===== config.mk =====
export PLATFORM = sky130hd
export DESIGN_NAME = button_event_gen
export DESIGN_NICKNAME = d
export VERILOG_FILES = /design/src/rtl/button_event_gen_pkg.sv /design/src/rtl/button_event_gen.sv
export SDC_FILE = /design/constraint.sdc
export NUM_CORES = 1
export LEC_CHECK = 0
export CORE_UTILIZATION = 53
export DETAILED_ROUTE_END_ITERATION = 8
export PLACE_DENSITY = 0.74
export SETUP_SLACK_MARGIN = 0.02
export SLEW_MARGIN = 20
export SYNTH_ARGS = -nofsm -noshare
export SYNTH_HDL_FRONTEND = slang
export SYNTH_SLANG_ARGS = --single-unit
export TNS_END_PERCENT = 50

===== constraint.sdc =====
create_clock -name clk -period 2.5 [get_ports clk]
set_input_delay 0.5 -clock clk [delete_from_list [all_inputs] [get_ports clk]]
set_output_delay 0.5 -clock clk [all_outputs]
set_load 0.01 [all_outputs]

===== src/rtl/button_event_gen_pkg.sv =====
// Shared definitions for the debounced-button event path: FSM state
// encodings and the default 50 MHz timing constants.
package button_event_gen_pkg;

    typedef enum logic [1:0] {
        IDLE      = 2'b00,
        PRESSED   = 2'b01,
        LONG_HELD = 2'b10
    } btn_state_e;

    // Default timing for a 50 MHz clk; the debouncer uses the same base
    localparam int unsigned CLK_HZ                    = 50_000_000;
    localparam int unsigned DEF_CNT_LEN               = 26;
    localparam int unsigned DEF_LONG_PRESS_CYCLES     = 50_000_000; // 1 s
    localparam int unsigned DEF_REPEAT_CYCLES         = 10_000_000; // 200 ms
    localparam int unsigned DEF_DEBOUNCE_VALUE        = 1_000_000;  // 20 ms

endpackage


===== src/rtl/button_event_gen.sv =====
// Turns a debounced button level into single-cycle press / release /
// click / long / repeat events plus a long-hold status level.
module button_event_gen
    import button_event_gen_pkg::*;
#(
    parameter int unsigned CNT_LEN           = DEF_CNT_LEN,
    parameter int unsigned LONG_PRESS_CYCLES = DEF_LONG_PRESS_CYCLES,
    parameter int unsigned REPEAT_CYCLES     = DEF_REPEAT_CYCLES,
    parameter bit          REPEAT_EN         = 1'b1
) (
    input  logic clk,
    input  logic reset_n,
    input  logic btn_level,
    output logic press_pulse,
    output logic release_pulse,
    output logic click_pulse,
    output logic long_pulse,
    output logic repeat_pulse,
    output logic held_long
);

    localparam logic [CNT_LEN-1:0] LONG_LAST   = CNT_LEN'(LONG_PRESS_CYCLES - 1);
    localparam logic [CNT_LEN-1:0] REPEAT_LAST = CNT_LEN'(REPEAT_CYCLES - 1);

    btn_state_e         state_q, state_d;
    logic [CNT_LEN-1:0] cnt_q, cnt_d;
    logic               press_d, release_d, click_d, long_d, repeat_d, held_d;

    // Next-state, next-counter and next-output decode; release is tested
    // first in each held state so it wins over any coincident threshold
    always_comb begin
        state_d   = state_q;
        cnt_d     = cnt_q;
        press_d   = 1'b0;
        release_d = 1'b0;
        click_d   = 1'b0;
        long_d    = 1'b0;
        repeat_d  = 1'b0;
        case (state_q)
            IDLE: begin
                cnt_d = '0;
                if (btn_level) begin
                    press_d = 1'b1;
                    state_d = PRESSED;
                end
            end
            PRESSED: begin
                if (!btn_level) begin
                    release_d = 1'b1;
                    click_d   = 1'b1;
                    state_d   = IDLE;
                    cnt_d     = '0;
                end else if (cnt_q == LONG_LAST) begin
                    long_d  = 1'b1;
                    state_d = LONG_HELD;
                    cnt_d   = '0;
                end else begin
                    cnt_d = cnt_q + CNT_LEN'(1);
                end
            end
            LONG_HELD: begin
                if (!btn_level) begin
                    release_d = 1'b1;
                    state_d   = IDLE;
                    cnt_d     = '0;
                end else if (!REPEAT_EN) begin
                    cnt_d = '0;
                end else if (cnt_q == REPEAT_LAST) begin
                    repeat_d = 1'b1;
                    cnt_d    = '0;
                end else begin
                    cnt_d = cnt_q + CNT_LEN'(1);
                end
            end
            default: begin
                state_d = IDLE;
                cnt_d   = '0;
            end
        endcase
        held_d = (state_d == LONG_HELD);
    end

    // State, counter and registered event outputs
    always_ff @(posedge clk or negedge reset_n) begin
        if (!reset_n) begin
            state_q       <= IDLE;
            cnt_q         <= '0;
            press_pulse   <= 1'b0;
            release_pulse <= 1'b0;
            click_pulse   <= 1'b0;
            long_pulse    <= 1'b0;
            repeat_pulse  <= 1'b0;
            held_long     <= 1'b0;
        end else begin
            state_q       <= state_d;
            cnt_q         <= cnt_d;
            press_pulse   <= press_d;
            release_pulse <= release_d;
            click_pulse   <= click_d;
            long_pulse    <= long_d;
            repeat_pulse  <= repeat_d;
            held_long     <= held_d;
        end
    end

endmodule


==> results of run 1 <==
sequential cells by signal, summed over array words and instances, names as in the netlist:
name	cells
release_pulse	1
press_pulse	1
click_pulse	1
long_pulse	1
repeat_pulse	1
state_q	2
held_long	1
cnt_q	26
critical path, cell delays in order (launching register included):
cell,delay [ns]
dfrtp_1,0.40
ha_1,0.21
nand3_1,0.13
or4_1,0.67
or3_1,0.39
a22oi_1,0.16
cell families after synthesis:
| kind of cell | Yosys count | synth area share, % |
|---|---|---|
| and+or+nand+nor | 75 | 24.7 |
| AOI/OAI and AO/OA | 46 | 15.8 |
| DFF | 34 | 46.5 |
| buffers and inverters | 14 | 3.29 |
| xor gates and xnor gates | 13 | 6.23 |
| adders and majority gates | 5 | 3.42 |
worst max-delay path by stage:
stage | start | to | cells after the start
6_report | cnt_q[0] | cnt_q[20] | 5
5_1_grt | cnt_q[0] | cnt_q[22] | 5
4_1_cts | cnt_q[0] | cnt_q[22] | 5
3_5_place_dp | cnt_q[0] | cnt_q[20] | 5
3_3_place_gp | btn_level | state_q[1] | 4
2_1_floorplan | cnt_q[0] | cnt_q[16] | 7
Yosys cell counts, types with 2 or more instances:
cell / count
clkbuf_1: 4
nand3_1: 9
xnor2_1: 7
o31ai_1: 2
nand4_1: 11
a22oi_1: 11
nor2b_1: 2
a21oi_1: 17
buf_2: 6
or4_1: 4
and3_1: 6
o21ai_0: 10
ha_1: 5
nand2_1: 11
nor2_1: 2
or3_1: 11
nand2b_1: 2
dfrtp_1: 34
and2_1: 3
inv_1: 4
xor2_1: 6
nor3_1: 3
nor4bb_1: 2
nor4_1: 3
report_power, final:
part	leakage (nW)	switching, mW	internal (mW)	total, mW
clock	0.0443	0.173	0.233	0.406
combinational	0.266	0.114	0.0814	0.195
sequential	0.469	0.0190	0.577	0.596
total	0.779	0.306	0.891	1.20
cell type report:
type / instances / area (µm²)
Inverter: 4 / 15.0
Multi-Input combinational cell: 139 / 917
Timing Repair Buffer: 11 / 103
Sequential cell: 34 / 851
Fill cell: 269 / 1130
Clock inverter: 1 / 30.0
Clock buffer: 6 / 51.3
Tap cell: 44 / 55.1
stage by stage:
stage | std cells | total power [mW] | utilization [%] | hold slack (ns)
detailed placement | 232 | 0.804 | 61.5 | 0.475
finish | 239 | 1.20 | 64.1 | 0.484
floorplan | 187 | 0.730 | - | 0.204
global placement | 232 | 0.798 | 61.5 | 0.455
global route | 239 | 1.26 | 64.1 | 0.525
CTS | 239 | 1.21 | 64.1 | 0.491
per-layer routing:
| metal | GRT usage (%) | share of wire (%) | vias to the layer above |
|---|---|---|---|
| met3 | 5.12 | 3.9 | 6 |
| li1 | - | - | 716 |
| met5 | 0 | 0 | - |
| met1 | 31.4 | 46 | 705 |
| met4 | 6.17 | 0.95 | 0 |
| met2 | 38.9 | 49 | 37 |
layout by cell type (no fill, tap or decap), types with 2 or more instances in the layout:
cell / Yosys / layout
dfrtp_1: 34 / 34
a21oi_1: 17 / 17
nand2_1: 11 / 11
nand4_1: 11 / 11
or3_1: 11 / 11
a22oi_1: 11 / 11
o21ai_0: 10 / 10
nand3_1: 9 / 9
clkdlybuf4s50_1: 0 / 8
xnor2_1: 7 / 7
and3_1: 6 / 6
xor2_1: 6 / 6
ha_1: 5 / 5
clkbuf_4: 0 / 5
inv_1: 4 / 4
or4_1: 4 / 4
nor4_1: 3 / 3
and2_1: 3 / 3
nor3_1: 3 / 3
buf_4: 0 / 3
nor4bb_1: 2 / 2
nand2b_1: 2 / 2
o31ai_1: 2 / 2
nor2_1: 2 / 2
nor2b_1: 2 / 2
==> summary.md, run 1 <==
| Metric | Value |
|---|---|
| Largest net degree at the start of global routing | `35` |
| Share of post-route cells with drive strength above 1 | `approximately 7.7%` |
| Max_cap viols | `0` |
| Core ar. | `between 3000 and 4000 µm²` |
| Hold Path Class | `flip-flop to flip-flop` |
| R2r worst-path depth | `5` |
| CP Launch Type | `flip-flop` |
| Clk buf depth | `2` |
| FF+latch count, synth | `34` |
| Area Growth Syn to Fin | `10.6%` |
| WHS Endpoint | `cnt_q[0]` |
| Post-synth top area share | `46.5%` |
| Fin nets | `203` |
| Minimum clock period | `2.04 ns` |
| H-Tree Depth | `2` |
| Final Hold Viols | `0` |
| Clock root buffer | `clkbuf_4` |
| Tcrit/Tclk final | `81.4%` |
| Max IR drop VDD | `roughly 300 µV` |
| ANT cells | `0` |
| Post-synthesis sequential area ratio | `46.5%` |
| Critical path required time | `2.74 ns` |
| Count of flip-flops with a built-in enable after synthesis | `0` |
| Final setup fails | `0` |
| Clk_lat worst skew | `0.33 ns` |
| Via count | `1464` |
| Synth async-reset ratio | `100%` |
| Number of vias per cell | `6.13` |
| Slew HR | `67.5%` |
| Worst Max-Slew Pin Slew | `0.480 ns` |
| Design area | `2020 µm²` |
| Die area | `3690 µm²` |
| Fin Clk Skew | `0.0117 ns` |
| CTS sink count | `34` |
| Power density cells | `592 nW/µm²` |
| Reg2reg end | `cnt_q[20]` |
| Count of pins over their slew limit | `0` |
| Postcts setup bufs | `0` |
| Hold Crit Start | `cnt_q[0]` |
| DRC violations left | `0` |
| Fmax | `around 490 MHz` |
| First-pass GRT wire length | `approximately 6.5 mm` |
| CTS tree | `built` |
| Mean Syn Cell Area | `9.78 µm²` |
| CTS buffer count | `5` |
| Pleak | `roughly 0.78 nW` |
| Die height | `60.7 µm` |
| Worst r2r src | `cnt_q[0]` |
| Die width | `60.7 µm` |
| Vias in the first global route | `1438` |
| Setup Total Neg Slack | `0 ns` |
| Synth unique cells | `36` |
| Std cell rows | `20` |
| Clock slew at reported path FFs | `0.10 ns` |
| Hold path depth | `1` |
| Setup WS pre-CTS | `0.498 ns` |
| RSZ-0062 raised after global routing | `false` |
| CP Capture Type | `flip-flop` |
| Status | `finished, final reports clean` |
| Initial DRT Pass Iterations | `4` |
| Mapped Cells | `187` |
| Initial antenna violation count | `0` |
| Hold_buf cts | `0` |
| GP Congestion | `0.872` |
| Placed cell areas | `1940 µm²` |
| Syn nets | `about 200` |
| Avg WL per Cell | `between 15 and 20 µm` |
| WS Path Type | `flip-flop to flip-flop` |
| CTS resizes | `0` |
| CP Max Fanout | `8` |
| Starting Density | `58.0%` |
| Total grt overflow | `0` |
| Final setup margin | `around 0.46 ns` |
| Critical Path AT | `approximately 2.3 ns` |
| Largest cells by area after synthesis | `dfrtp_1, a21oi_1, a22oi_1` |
| Cell Area, Synth | `between 1500 and 2000 µm²` |
| Synth warn | `0` |
| IO buf count | `8` |
| Flop-to-flop setup slack | `between 0.4 and 0.5 ns` |
| Routed Antenna Nets | `0` |
| Post-Route WL | `3.59 mm` |
| HPWL Detailed | `2.56 mm` |
| GRT Util Overall | `23.5%` |
| Io pins | `9` |
| Post-synth top area cell | `dfrtp_1` |
| Starting DRC count in detailed routing | `66` |
| Main synth FF type | `dfrtp_1` |
No activity file was read; power rests on OpenSTA's default activity.
==> run 2: changes to the inputs <==
PLACE_DENSITY = 0.76   (was 0.74)
clock period = 1.8 ns   (was 2.5 ns; I/O delays follow)
==> run 2 against run 1 <==
The flow now finishes with violations (setup timing). Largest power group unchanged. Sequential share of layout area down 7.8 points. Clock skew down 0.0086 ns. Sequential power up 39%. Core utilization up 15 points. Critical endpoint is now cnt_q[23]. Highest routed layer unchanged. Design area up 23%. Global-route usage up 8.9 points. Critical path type unchanged. Total power up 59%. Fmax up 10%. Worst hold slack worse by 0.077 ns. Critical path depth up 2. Die area unchanged.
==> summary.md, run 2 (same netlist as run 1, synthesis figures left out) <==
| Metric | Value |
|---|---|
| Status | `complete, but fails checks` |
| Violated checks | `setup timing` |
| Top flop regs | `cnt_q x26, state_q x2` |
| Fin nets | `238` |
| Routed Antenna Nets | `0` |
| Most flop-heavy register | `cnt_q` |
| Largest register FFs | `26` |
| Internal power | `about 1.4 mW` |
| Initial DRT Pass Iterations | `4` |
| Util after Layout | `78.8%` |
| Placed Cells | `261` |
| Std cell rows | `20` |
| Pleak | `0.989 nW` |
| Power density cells | `~770 nW/µm²` |
| Tcrit/Tclk final | `102%` |
| Clock root buffer | `clkbuf_4` |
| Initial antenna violation count | `0` |
| Total grt overflow | `0` |
| GRT Util Overall | `about a third` |
| WS Path Type | `flip-flop to flip-flop` |
| H-Tree Depth | `2` |
| GP Congestion | `0.982` |
| Clk pwr share | `38.5%` |
| Die height | `60.7 µm` |
| Final setup margin | `-0.0443 ns` |
| Io pins | `9` |
| Via count | `about 1.7k` |
| Critical path required time | `2.02 ns` |
| Area Growth Syn to Fin | `35.9%` |
| Count of pins over their slew limit | `0` |
| Hold_buf cts | `0` |
| CTS sink count | `34` |
| Critical Path AT | `about 2 ns` |
| Fmax | `around 540 MHz` |
| Clock slew at reported path FFs | `0.10 ns` |
| Avg WL per Cell | `roughly 19 µm` |
| Hold Path Class | `primary input to asynchronous set/reset pin` |
| DRC violations left | `0` |
| HPWL Detailed | `3.23 mm` |
| # fillers | `219` |
| Final setup fails | `24` |
| CTS tree | `built` |
| Max IR drop VDD | `436 µV` |
| Starting DRC count in detailed routing | `88` |
| R2r worst-path depth | `7` |
| Max_cap viols | `0` |
| Slew HR | `71.3%` |
| Post-route insts no fill | `approximately 280` |
| Final Hold Viols | `0` |
| Die width | `60.7 µm` |
| Sequential share of power | `43.5%` |
| IO buf count | `8` |
| CTS buffer count | `5` |
| CP Max Fanout | `7` |
| ANT cells | `0` |
| Fin Clk Skew | `0.00306 ns` |
| Minimum clock period | `1.84 ns` |
| Setup WS pre-CTS | `-0.0422 ns` |
| Share of post-route cells with drive strength above 1 | `33.8%` |
| Clk_lat worst skew | `0.34 ns` |
| First-pass GRT wire length | `8.34 mm` |
| Starting Density | `58.0%` |
| Number of vias per cell | `6.27` |
| Sw frac | `about a quarter` |
| Core ar. | `3150 µm²` |
| Post-Route WL | `5.20 mm` |
| CP Capture Type | `flip-flop` |
| Die area | `roughly 3700 µm²` |
| Clk buf depth | `2` |
| P_sw | `0.491 mW` |
| Combinational Power Share | `18.0%` |
| Worst Max-Slew Pin Slew | `about 0.43 ns` |
| CP Launch Type | `flip-flop` |
| Largest net degree at the start of global routing | `35` |
| Most frequent cells in the layout | `dfrtp_1, buf_4, a21oi_1` |
| Vias in the first global route | `roughly 1.8k` |
| RSZ-0062 raised after global routing | `true` |
## run 2: path summary, 6_finish.rpt
kind | start | end | slack (ns)
worst min register to register | cnt_q[0] | cnt_q[0] | 0.55
worst max-delay path | cnt_q[7] | cnt_q[23] | -0.04
worst max register to register | cnt_q[7] | cnt_q[23] | -0.04
min in group clk | cnt_q[0] | cnt_q[0] | 0.55
max in group asynchronous | reset_n | cnt_q[10] | 1.06
worst min-delay path | reset_n | repeat_pulse | 0.41
## run 2: layout make-up
cell class                      instances  area, µm²  share of cell area (%)
Tap cell                               44       55.1                    2.22
Clock inverter                          2       60.1                    2.42
Multi-Input combinational cell        139       1060                    42.6
Clock buffer                            6       51.3                    2.06
Sequential cell                        34        852                    34.3
Inverter                                4       15.0                   0.604
Timing Repair Buffer                   46        393                    15.8
## run 2: what timing repair did
item	in CTS	in global routing
gates resized for setup	22	10
setup buffers	6	1
gates cloned	2	0
endpoints found under the setup margin	27	28
pin swaps	6	4
## run 2: per-stage QoR
stage	total power, mW	setup TNS, ns	hold slack, ns	area [µm²]
floorplan	1.03	-0.00931	0.0644	1870
global placement	1.15	0	0.516	2210
detailed placement	1.17	-0.472	0.528	2210
CTS	1.91	0	0.416	2510
global route	1.98	-3.07	0.455	2480
finish	1.91	-0.559	0.407	2480
## run 2: power groups by stage
stage                     logic, mW  registers, mW  clock network [mW]
after detailed placement      0.324          0.846                   0
after floorplan               0.176          0.851                   0
after CTS                     0.334          0.831               0.746
after global placement        0.309          0.839                   0
final                         0.344          0.830               0.735
after global routing          0.374          0.837               0.771
## run 2: metal layers
layer / track usage (%) / part of all wire (%)
met4: 14.6 / 3.1
met3: 6.40 / 5.1
met5: 0 / 0
met1: 38.2 / 39
met2: 57.0 / 52
## run 2: critical path, stage by stage, from the launching register on
cell and delay, ns:
dfrtp_1 0.43, nor4_2 0.30, buf_4 0.16, nand4_1 0.11, buf_6 0.16, o2111ai_4 0.26
buf_6 0.20, a22oi_2 0.09
==> RTL edit (flow settings as in run 1) <==
Encoding of `btn_state_e`: now one-hot (3 bits for 3 states).
--- a/src/rtl/button_event_gen_pkg.sv
+++ b/src/rtl/button_event_gen_pkg.sv
@@ -3,8 +3,8 @@
 package button_event_gen_pkg;
 
-    typedef enum logic [1:0] {
-        IDLE      = 2'b00,
-        PRESSED   = 2'b01,
-        LONG_HELD = 2'b10
+    typedef enum logic [2:0] {
+        IDLE      = 3'b001,
+        PRESSED   = 3'b010,
+        LONG_HELD = 3'b100
     } btn_state_e;
 
Formal check against the unedited RTL: no difference found for any inputs over 10 cycles, from zero or initial values and one cycle with reset_n low; not proved beyond that.
==> RTL edit against run 1 <==
Routed wire length fell by 0.53%; area after synthesis fell by 3.6%; critical endpoint is now cnt_q[14]; die area fell by 3.5%; fmax fell by 5.6%; design area fell by 2.1%; highest routed layer unchanged; sequential cell count rose by 1; non-clock buffer count rose by 3; hold slack improved by 0.031 ns; worst setup slack got worse by 0.12 ns; clock skew barely moved.
Power is not compared: it rests on default switching activity, and its combinational part moved more than twofold at a synthesized area within 25%.
==> RTL edit: results (changes against run 1) <==
[run_status]
status=completed

[placed_design]
gp_congestion=0.811  ; -7.0%
dp_cells=220  ; -5.2%
place_ws_ns=0.359  ; -0.139 ns
dpl_cell_area_um2=1900  ; -2.2%
place_hpwl_um=2520  ; -1.4%

[synth]
yosysUniqueCellTypes=38  ; +5.6%
ys_seq_area_frac=0.498  ; +0.0324
synthesis.instances=169  ; -9.6%
yosys.area_share.adder=0.00710  ; -0.0271
synth_common_cells=dfrtp_1, a21oi_1, a22oi_1, o21ai_0
synth_area_leaders=dfrtp_1, a22oi_1, a21oi_1, or3_1, xnor2_1
synth-compound-area-share=0.163  ; +0.00524
yosys.area_share.xor_xnor=0.0646  ; +0.00234

[cells_and_area]
nNetsFinal=187  ; -7.9%
drive_gt1_frac=0.103  ; +0.0263
largest_registers=cnt_q (26), state_q (3)

[routing]
drt-vias-per-instance=6.14  ; +0.17%
wl_met1_um=1590  ; -4.2%
wirelength_um=3570  ; -0.53%
num_vias=1399  ; -4.4%
wl_met2_um=1810  ; +3.3%
drt_iter0_drc=65  ; -1.5%

[global_route]
grt_pass1_wl_um=6040  ; -6.3%
grt_max_degree=36  ; +2.9%
track_usage=0.234  ; -0.000849
grt_antenna_before_repair=0  ; unchanged

[clock_network]
h-tree-depth=2  ; unchanged

[sta]
tightestPinTransition_ns=0.440  ; -0.0407 ns

## RTL edit: layer usage
| layer | GRT usage | vias up |
|---|---|---|
| li1 | - | 676 |
| met1 | 0.286 | 685 |
| met2 | 0.390 | 34 |
| met3 | 0.0649 | 4 |
| met4 | 0.0963 | 0 |
| met5 | 0 | - |
## RTL edit: kinds of logic after synthesis
logic type | Yosys count
compound gates | 45
flops | 35
fa+ha+maj | 1
buf+inv | 9
xor+xnor | 13
simple gates | 66
## RTL edit: final timing paths
| path | end | slack (ns) | start | cells past startpoint |
|---|---|---|---|---|
| max in group asynchronous | state_q[0] | 1.61 | reset_n | 2 |
| worst max-delay path | cnt_q[14] | 0.34 | cnt_q[16] | 5 |
| worst min register to register | cnt_q[0] | 0.52 | cnt_q[0] | 1 |
| worst max register to register | cnt_q[14] | 0.34 | cnt_q[16] | 5 |
| min in group asynchronous | cnt_q[2] | 0.55 | reset_n | 2 |
| worst min-delay path | cnt_q[0] | 0.52 | cnt_q[0] | 1 |
## RTL edit: final cells by class
type                       instances  area (um^2)
clock buffer                       5         37.5
sequential                        35          877
tap                               44         55.1
multi-input combinational        125          833
inverter                           2         7.51
clock inverter                     3         43.8
fill                             275         1120
timing repair buffer              14          125
## RTL edit: where the power goes
group	switching (mW)	internal (mW)	leakage, nW
combinational	0.0311	0.0264	0.226
sequential	0.0126	0.579	0.483
clock	0.200	0.210	0.0452
total	0.243	0.816	0.754
## RTL edit: worst max-delay path, cell delays in order (launching register included)
cell	delay (ns)
dfrtp_1	0.46
or4b_1	0.55
or4_4	0.58
o21bai_4	0.14
buf_4	0.21
a22oi_1	0.10
